===== src/rtl/usrt_rx_deframer_pkg.sv =====
// Shared USRT receive definitions: frame geometry, line levels, FSM states
// and the parity helper also used by the serializer.
package usrt_pkg;

   localparam int FRAME_BITS = 11;
   localparam int DATA_BITS  = 8;

   localparam logic START_LVL = 1'b0;
   localparam logic STOP_LVL  = 1'b1;
   localparam logic IDLE_LVL  = 1'b1;

   typedef enum logic [2:0] {
      IDLE   = 3'd0,
      DATA   = 3'd1,
      PARITY = 3'd2,
      STOP   = 3'd3,
      BREAK  = 3'd4
   } rx_state_e;

   // Parity bit that makes the 9-bit group even (odd=0) or odd (odd=1).
   function automatic logic calc_parity(input logic [7:0] d, input logic odd);
      return (^d) ^ odd;
   endfunction

endpackage


===== src/rtl/usrt_rx_deframer_if.sv =====
// Valid/ack holding-register bus between the receiver and the APB read path.
interface usrt_rx_deframer_if;

   logic [7:0] data;
   logic       dataValid;
   logic       dataAck;

   modport master (
      output data,
      output dataValid,
      input  dataAck
   );

   modport slave (
      input  data,
      input  dataValid,
      output dataAck
   );

endinterface


===== src/rtl/usrt_rx_deframer_hold.sv =====
// Single-entry holding register for received bytes; a good frame arriving
// while the entry is still full and not being acked is dropped as an overrun.
module usrt_rx_hold (
   input  logic                      pClk,
   input  logic                      pReset,
   input  logic                      uRst,
   input  logic                      i_load,
   input  logic [7:0]                i_byte,
   usrt_rx_deframer_if.master        bus,
   output logic                      o_overrun
);

   logic [7:0] r_data;
   logic       r_valid;
   logic       r_overrun;

   // Holding register state: load, replace-on-ack, drop-on-full, consume.
   always_ff @(posedge pClk) begin
      if (!pReset || uRst) begin
         r_data    <= 8'h00;
         r_valid   <= 1'b0;
         r_overrun <= 1'b0;
      end else begin
         r_overrun <= 1'b0;
         if (i_load) begin
            if (!r_valid || bus.dataAck) begin
               r_data  <= i_byte;
               r_valid <= 1'b1;
            end else begin
               r_overrun <= 1'b1;
            end
         end else if (r_valid && bus.dataAck) begin
            r_valid <= 1'b0;
         end else begin
            r_valid <= r_valid;
         end
      end
   end

   assign bus.data      = r_data;
   assign bus.dataValid = r_valid;
   assign o_overrun     = r_overrun;

endmodule


===== src/rtl/usrt_rx_deframer.sv =====
// USRT receive deframer: samples Tx on baud ticks, checks start/parity/stop
// of an 11-bit frame and hands good bytes to the holding register.
module usrt_rx_deframer #(
   parameter bit PARITY_ODD = 1'b0,
   parameter int DATA_BITS  = 8
) (
   input  logic                      pClk,
   input  logic                      pReset,
   input  logic                      uRst,
   input  logic                      uClk,
   input  logic                      Tx,
   usrt_rx_deframer_if.master        rx_bus,
   output logic                      parityErr,
   output logic                      frameErr,
   output logic                      overrun,
   output logic                      busy
);
   import usrt_pkg::*;

   localparam logic [2:0] LAST_BIT = 3'(DATA_BITS - 1);

   rx_state_e  r_state,      w_state_nxt;
   logic [7:0] r_shift,      w_shift_nxt;
   logic [2:0] r_cnt,        w_cnt_nxt;
   logic       r_rx_par,     w_rx_par_nxt;
   logic       r_parity_err, w_parity_err_nxt;
   logic       r_frame_err,  w_frame_err_nxt;
   logic       w_load;
   logic       w_par_bad;

   assign w_par_bad = (r_rx_par != calc_parity(r_shift, PARITY_ODD));

   // Next-state, shift and error-pulse decode; everything holds off-tick.
   always_comb begin
      w_state_nxt      = r_state;
      w_shift_nxt      = r_shift;
      w_cnt_nxt        = r_cnt;
      w_rx_par_nxt     = r_rx_par;
      w_parity_err_nxt = 1'b0;
      w_frame_err_nxt  = 1'b0;
      w_load           = 1'b0;
      if (uClk) begin
         case (r_state)
            IDLE: begin
               if (Tx == START_LVL) begin
                  w_state_nxt = DATA;
                  w_cnt_nxt   = 3'd0;
               end else begin
                  w_state_nxt = IDLE;
               end
            end
            DATA: begin
               w_shift_nxt = {Tx, r_shift[7:1]};
               w_cnt_nxt   = r_cnt + 3'd1;
               if (r_cnt == LAST_BIT) begin
                  w_state_nxt = PARITY;
               end else begin
                  w_state_nxt = DATA;
               end
            end
            PARITY: begin
               w_rx_par_nxt = Tx;
               w_state_nxt  = STOP;
            end
            STOP: begin
               if (Tx == STOP_LVL) begin
                  w_state_nxt = IDLE;
                  if (w_par_bad) begin
                     w_parity_err_nxt = 1'b1;
                  end else begin
                     w_load = 1'b1;
                  end
               end else begin
                  // Low stop bit: line may be in a break, wait for it to rise.
                  w_state_nxt      = BREAK;
                  w_frame_err_nxt  = 1'b1;
                  w_parity_err_nxt = w_par_bad;
               end
            end
            BREAK: begin
               if (Tx == STOP_LVL) begin
                  w_state_nxt = IDLE;
               end else begin
                  w_state_nxt = BREAK;
               end
            end
            default: begin
               w_state_nxt = IDLE;
            end
         endcase
      end else begin
         w_state_nxt = r_state;
      end
   end

   // FSM, shift register and error-pulse registers.
   always_ff @(posedge pClk) begin
      if (!pReset || uRst) begin
         r_state      <= IDLE;
         r_shift      <= 8'h00;
         r_cnt        <= 3'd0;
         r_rx_par     <= 1'b0;
         r_parity_err <= 1'b0;
         r_frame_err  <= 1'b0;
      end else begin
         r_state      <= w_state_nxt;
         r_shift      <= w_shift_nxt;
         r_cnt        <= w_cnt_nxt;
         r_rx_par     <= w_rx_par_nxt;
         r_parity_err <= w_parity_err_nxt;
         r_frame_err  <= w_frame_err_nxt;
      end
   end

   usrt_rx_hold u_hold (
      .pClk      (pClk),
      .pReset    (pReset),
      .uRst      (uRst),
      .i_load    (w_load),
      .i_byte    (w_shift_nxt),
      .bus       (rx_bus),
      .o_overrun (overrun)
   );

   assign parityErr = r_parity_err;
   assign frameErr  = r_frame_err;
   assign busy      = (r_state != IDLE);

endmodule


===== src/flat_wrapper.sv =====
// flat-port wrapper written by rule: the top's interface ports become plain ports
module usrt_rx_deframer_flat import usrt_pkg::*;
#(
   parameter bit PARITY_ODD = 1'b0,
   parameter int DATA_BITS  = 8
)
  (pClk, pReset, uRst, uClk, Tx, parityErr, frameErr, overrun, busy, rx_bus_data, rx_bus_dataValid, rx_bus_dataAck);
  usrt_rx_deframer_if rx_bus_i ();
  input  logic pClk;
  input  logic pReset;
  input  logic uRst;
  input  logic uClk;
  input  logic Tx;
  output logic parityErr;
  output logic frameErr;
  output logic overrun;
  output logic busy;
  output wire logic [$bits(rx_bus_i.data)-1:0] rx_bus_data;
  output wire logic [$bits(rx_bus_i.dataValid)-1:0] rx_bus_dataValid;
  input wire logic [$bits(rx_bus_i.dataAck)-1:0] rx_bus_dataAck;
  assign rx_bus_data = rx_bus_i.data;
  assign rx_bus_dataValid = rx_bus_i.dataValid;
  assign rx_bus_i.dataAck = rx_bus_dataAck;
  usrt_rx_deframer #(.PARITY_ODD(PARITY_ODD), .DATA_BITS(DATA_BITS)) u_core (.pClk(pClk), .pReset(pReset), .uRst(uRst), .uClk(uClk), .Tx(Tx), .rx_bus(rx_bus_i), .parityErr(parityErr), .frameErr(frameErr), .overrun(overrun), .busy(busy));
endmodule

===== config.mk =====
export PLATFORM = sky130hd
export DESIGN_NAME = usrt_rx_deframer_flat
export DESIGN_NICKNAME = d
export VERILOG_FILES = /design/src/rtl/usrt_rx_deframer_pkg.sv /design/src/rtl/usrt_rx_deframer_if.sv /design/src/rtl/usrt_rx_deframer_hold.sv /design/src/rtl/usrt_rx_deframer.sv /design/src/flat_wrapper.sv
export SDC_FILE = /design/constraint.sdc
export NUM_CORES = 1
export LEC_CHECK = 0
export CAP_MARGIN = 30
export CORE_MARGIN = 10
export CORE_UTILIZATION = 46
export DETAILED_ROUTE_END_ITERATION = 6
export GPL_TIMING_DRIVEN = 1
export PLACE_DENSITY = 0.73
export SLEW_MARGIN = 5
export SYNTH_ARGS = -nofsm -noshare
export SYNTH_HDL_FRONTEND = slang
export SYNTH_SLANG_ARGS = --single-unit

===== constraint.sdc =====
create_clock -name pClk -period 1.9 [get_ports pClk]
set_clock_uncertainty 0.15 [all_clocks]
set_input_delay 0.475 -clock pClk [delete_from_list [all_inputs] [get_ports pClk]]
set_output_delay 0.475 -clock pClk [all_outputs]
set_load 0.005 [all_outputs]

==> results.yml, run 1 <==
power:
  ir_drop_v: 0.000419
  power.static_leakage_nw: 0.662
  powerDensity_mw_per_mm2: 531
synthesis:
  yosysTopAreaCellShare_pct: 45.0
  yosysTopAreaCell: "dfxtp_1"
  synthTopCellsByCount: "dfxtp_1, nand2_1, a21oi_1"
  postSynthCellCount: 127
  synth_seq_area_share_pct: 45.0
  synth-seq-cells: 27
  synth_area_sq_mm: 0.00120
  synth.area.top_cells: "dfxtp_1, mux2_2, nand2_1"
  syn_avg_cell_area_sq_um: 9.45
  yosys_warnings: 0
  synth-edff-count: 0
  syn-num-nets: 135
  synthFlopType: "dfxtp_1"
  async_flop_share_pct: 0
  synth_most_common_cell: "dfxtp_1"
  ys_types: 35
critical_path:
  slowest_delay_ps: 400
  critPathLaunchType: "register"
  critPathRequiredTime_ps: 1990
  cp_max_fo: 8
  critical_path.top_delay_family: "multiplexers"
  cp.arrival_ps: 2000
  end_kind: "register"
  crit_buf_inv: 2
  critical_path.cell_chain: "xnor3_1 -> buf_6 -> nand4_1 -> mux2i_4 -> buf_12 -> mux2_4"
  cpMaxStageDelayCell: "xnor3_1"
  criticalPathCategory: "reg -> reg"
finish:
  drive_gt1_share_pct: 28.0
  nets: 173
  utilization_pct: 66.4
  fin_area_sq_mm: 0.00165
  fin_cells: 194
  antenna_cells: 0
  syn_to_final_growth_pct: 37.1
global_routing:
  antenna_found_initial: 0
  grt_remaining_overflow: 0
  grt_pass1_vias: 1073
  grt_pass1_wl_mm: 4.67
  grt_usage_pct: 10.9
  grt_max_degree: 16
floorplanning:
  ios: 19
  start_util_pct: 48.4
  rows: 18
  die_width_microns: 71.1
  die_h_microns: 71.1
  core_area_sq_mm: 0.00248
  die_area_sq_mm: 0.00505
outcome:
  run_status: "finished with violations"
  violations: "setup timing"
clock_tree:
  cts_num_sinks: 27
  cts_max_level: 1
  numCtsBuffers: 3
  hold_buffers: 0
  clk_pin_slew_ps: 140
  cts_root_buffer: "clkbuf_4"
  cts_tree: "yes"
  clockBufferDepth: 2
  clk_latency_ps: 330
route:
  wl_per_cell_microns: 13.9
  vias: 1001
  drt_iter0_markers: 31
  ant_nets: 0
  routed_wl_mm: 2.70
  drcViolationCount: 0
  viasPerCell: 5.16
  firstDrtPassIters: 4
sta:
  rsz0062_at_grt: "yes"
  slew_headroom_pct: 73.1
  period_needed_ps: 1910
  hold-worst-slack_ps: 358
  setup_violations: 8
  drv_slew: 0
  finalCritPeriodShare_pct: 101
  finalWorstSetupSlack_ps: -13.5
  hold_viol: 0
  fmax_mhz: 523
  tightest_slew_ps: 404
worst_hold_path:
  min-delay-path-class: "reg -> reg"
placed_design:
  dp_slack_ps: -390
  place_hpwl_mm: 1.93
  post-place-cells: 185
  port_buffers: 18
  routabilityCongestion: 0.759
  place_area_sq_mm: 0.00154
flow_run:
  maxCapViolations: 0
-- path summary, 6_finish.rpt --
kind	from	end	slack [ps]	depth (start not counted)
worst max-delay path	u_core.r_rx_par	u_core.u_hold.bus.data[3]	-10	6
worst min-delay path	u_core.r_shift[0]	u_core.r_shift[0]	360	2
worst max register to register	u_core.r_rx_par	u_core.u_hold.bus.data[3]	-10	6
worst min register to register	u_core.r_shift[0]	u_core.r_shift[0]	360	2
-- layout by cell type (no fill, tap or decap), drive strengths merged, types with 2 or more instances in the layout --
| cell | n |
|---|---|
| mux2 | 8 |
| nand3 | 2 |
| and2 | 9 |
| nor2 | 9 |
| clkbuf | 4 |
| clkdlybuf4s50 | 16 |
| mux2i | 2 |
| nand2b | 4 |
| buf | 25 |
| xnor2 | 2 |
| xor2 | 2 |
| xnor3 | 2 |
| a22oi | 3 |
| ha | 2 |
| dfxtp | 27 |
| o22ai | 2 |
| nand2 | 18 |
| a21oi | 10 |
| nor4bb | 2 |
-- per-layer routing --
layer	share of wire, %	global-route usage [%]	vias to the layer above
li1	-	-	504
met1	44	12.1	468
met2	48	18.5	22
met3	5.8	3.77	7
met4	2.2	4.95	0
met5	0	0	-
-- sequential cells by signal, summed over array words and instances, names as in the netlist --
register / cells
u_core.r_shift: 8
u_core.u_hold.bus.data: 8
u_core.r_cnt: 3
u_core.r_state: 3
u_core.frameErr: 1
u_core.parityErr: 1
u_core.r_rx_par: 1
u_core.u_hold.bus.dataValid: 1
u_core.u_hold.o_overrun: 1
-- cells by family after synthesis --
kind of cell    after synthesis  share of synthesized area (%)
simple gates                 53                           23.3
compound gates               18                           8.86
mux                          10                           10.2
flops                        27                           45.0
xor+xnor                      6                           6.78
fa+ha+maj                     2                           2.09
buf+inv                      11                           3.75
-- where the power goes --
part	leakage [nW]	switching [mW]	total, mW	internal, mW
clock	0.0177	0.175	0.254	0.0793
sequential	0.220	0.000644	0.568	0.567
combinational	0.424	0.0252	0.0517	0.0265
total	0.662	0.200	0.874	0.673
-- timing repair --
item,4_1_cts,5_1_grt
setup endpoints to repair,9,9
cloned,0,0
resized for setup,8,11
setup buffers,5,0
pin swaps,4,1
-- layout make-up --
cell class / instances / area [sq um]
clock inverters: 1 / 5.00
clock buffers: 3 / 22.5
inverters: 1 / 3.75
multi-input cells: 89 / 652
flip-flops and latches: 27 / 547
fillers: 192 / 832
repair buffers: 43 / 378
well taps: 30 / 37.5
-- worst reg2reg max path, stage by stage (launching register included) --
cell and delay (ps):
dfxtp_2 350, xnor3_1 400, buf_6 110, nand4_1 160, mux2i_4 200, buf_12 160, mux2_4 300
-- through the flow --
stage | setup TNS (ps) | power [mW]
floorplan | 0 | 0.602
global placement | -3400 | 0.630
detailed placement | -4580 | 0.631
CTS | -94.9 | 0.880
global route | -584 | 0.910
finish | -58.9 | 0.874
(Power assumes the default switching activity.)
==> inputs of run 2 (changes only) <==
--- a/config.mk
+++ b/config.mk
@@ -7,10 +7,10 @@
 export LEC_CHECK = 0
 export CAP_MARGIN = 30
 export CORE_MARGIN = 10
-export CORE_UTILIZATION = 46
+export CORE_UTILIZATION = 55
 export DETAILED_ROUTE_END_ITERATION = 6
 export GPL_TIMING_DRIVEN = 1
-export PLACE_DENSITY = 0.73
+export PLACE_DENSITY = 0.82
 export SLEW_MARGIN = 5
 export SYNTH_ARGS = -nofsm -noshare
 export SYNTH_HDL_FRONTEND = slang
==> constraint.sdc (replaced) <==
create_clock -name pClk -period 2.4 [get_ports pClk]
set_clock_uncertainty 0.15 [all_clocks]
set_input_delay 0.6 -clock pClk [delete_from_list [all_inputs] [get_ports pClk]]
set_output_delay 0.6 -clock pClk [all_outputs]
set_load 0.005 [all_outputs]
==> run 2 against run 1 <==
The flow now finishes without violations; die area decreased by 12%; clock-buffer cell count unchanged; worst setup slack improved by 89 ps; register-to-register slack improved by 430 ps; wire length decreased by 11%; critical path type is now reg -> out; largest cell class unchanged.
==> results.yml, run 2 (same netlist as run 1, synthesis figures left out) <==
critical_path:
  reg2reg_depth: 5
  end_kind: "primary output"
  critPathRequiredTime_ps: 1650
  cp_max_fo: 10
  ff2ff_setup_slack_ps: 420
  criticalPathCategory: "reg -> out"
  critPathLaunchType: "register"
  cp.arrival_ps: 1570
route:
  vias: 940
  viasPerCell: 5.40
  drt_iter0_markers: 58
  drcViolationCount: 0
  firstDrtPassIters: 4
  routed_wl_mm: 2.41
  ant_nets: 0
  wl_per_cell_microns: 13.8
global_routing:
  antenna_found_initial: 0
  grt_remaining_overflow: 0
  grt_max_degree: 16
  grt_pass1_vias: 871
  grt_pass1_wl_mm: 4.05
  grt_usage_pct: 11.5
power:
  p_sw_uw: 154
  pwr-share-seq_pct: 65.9
  combPwrFrac_pct: 5.2
  swShare_pct: 22.6
  power.static_leakage_nw: 0.565
  pwr-share-clk_pct: 28.9
  power_uw: 684
  ir_drop_v: 0.000394
  p_int_uw: 530
  powerDensity_mw_per_mm2: 464
finish:
  layout_common_cells: "dfxtp_1, nand2_1, clkdlybuf4s50_1"
  syn_to_final_growth_pct: 22.7
  fin_area_sq_mm: 0.00147
  layout_commonest_cell: "dfxtp_1"
  nets: 156
  utilization_pct: 72.8
  antenna_cells: 0
  fillers: 160
  drive_gt1_share_pct: 14.3
sta:
  fmax_mhz: 430
  tightest_slew_ps: 452
  finalCritPeriodShare_pct: 96.8
  slew_headroom_pct: 69.9
  rsz0062_at_grt: "no"
  hold_viol: 0
  period_needed_ps: 2320
  drv_slew: 0
  setup_violations: 0
  hold-worst-slack_ps: 350
floorplanning:
  die_h_microns: 66.7
  die_area_sq_mm: 0.00445
  core_area_sq_mm: 0.00202
  ios: 19
  start_util_pct: 59.3
  die_width_microns: 66.7
  rows: 16
placed_design:
  routabilityCongestion: 0.772
  place_hpwl_mm: 1.82
  port_buffers: 18
  place_area_sq_mm: 0.00145
clock_tree:
  clk_latency_ps: 320
  cts_max_level: 1
  post_cts_buffers: 0
  numCtsBuffers: 3
  cts_root_buffer: "clkbuf_4"
  clk_pin_slew_ps: 150
  cts_resized: 0
  clockBufferDepth: 2
  cts_tree: "yes"
  hold_buffers: 0
  cts_num_sinks: 27
flow_run:
  maxCapViolations: 0
worst_hold_path:
  hold_depth: 2
  min-delay-path-class: "reg -> reg"
outcome:
  run_status: "complete, no violations"
==> run 2: changes by cell type in the layout (fill, tap and decap cells not counted), moves of 2 or more <==
| cell | before | now |
|---|---|---|
| clkdlybuf4s50_1 | 16 | 18 |
| mux2_4 | 8 | 0 |
| buf_4 | 23 | 7 |
| dfxtp_2 | 5 | 0 |
| dfxtp_1 | 22 | 27 |
| mux2_2 | 0 | 7 |
==> run 2: final timing paths <==
path                      from                   endpoint
min reg2reg  u_core.r_shift[0]          u_core.r_shift[0]
max reg2reg  u_core.r_shift[5]  u_core.u_hold.bus.data[6]
min          u_core.r_shift[0]          u_core.r_shift[0]
max          u_core.r_state[0]                       busy
==> run 2: area by class of cell <==
type                       instances  area [sq um]  area share (%)
sequential                        27           541            36.7
multi-input combinational         89           614            41.7
clock buffer                       3          22.5            1.53
tap                               27          33.8            2.29
timing repair buffer              26           253            17.2
clock inverter                     1          5.00           0.340
inverter                           1          3.75           0.255
==> run 2: metrics by stage <==
step | setup TNS, ps | setup slack, ps | instances
2_1_floorplan | 0 | 373 | 127
3_3_place_gp | 0 | 26.7 | 170
3_5_place_dp | -244 | -41.8 | 170
4_1_cts | 0 | 59.6 | 174
5_1_grt | 0 | 10.3 | 174
6_report | 0 | 75.8 | 174
==> run 2: routing by layer <==
layer  share of wire [%]  up-vias  GRT usage (%)
met3                 7.6        2           3.51
met5                   0        -              0
met4                0.71        0           6.02
met2                  49       23           17.7
met1                  43      442           14.0
li1                    -      473              -
==> run 2: worst max-delay path, stage by stage, from the launching register on <==
cell             delay, ps
dfxtp_1                410
or3_1                  390
clkdlybuf4s50_1        450
==> run 2: power groups by stage <==
stage          sequential [mW]  combinational [mW]  clock [mW]
3_5_place_dp             0.460              0.0360           0
6_report                 0.451              0.0359       0.197
3_3_place_gp             0.460              0.0347           0
2_1_floorplan            0.459              0.0175           0
5_1_grt                  0.451              0.0392       0.215
4_1_cts                  0.451              0.0361       0.203
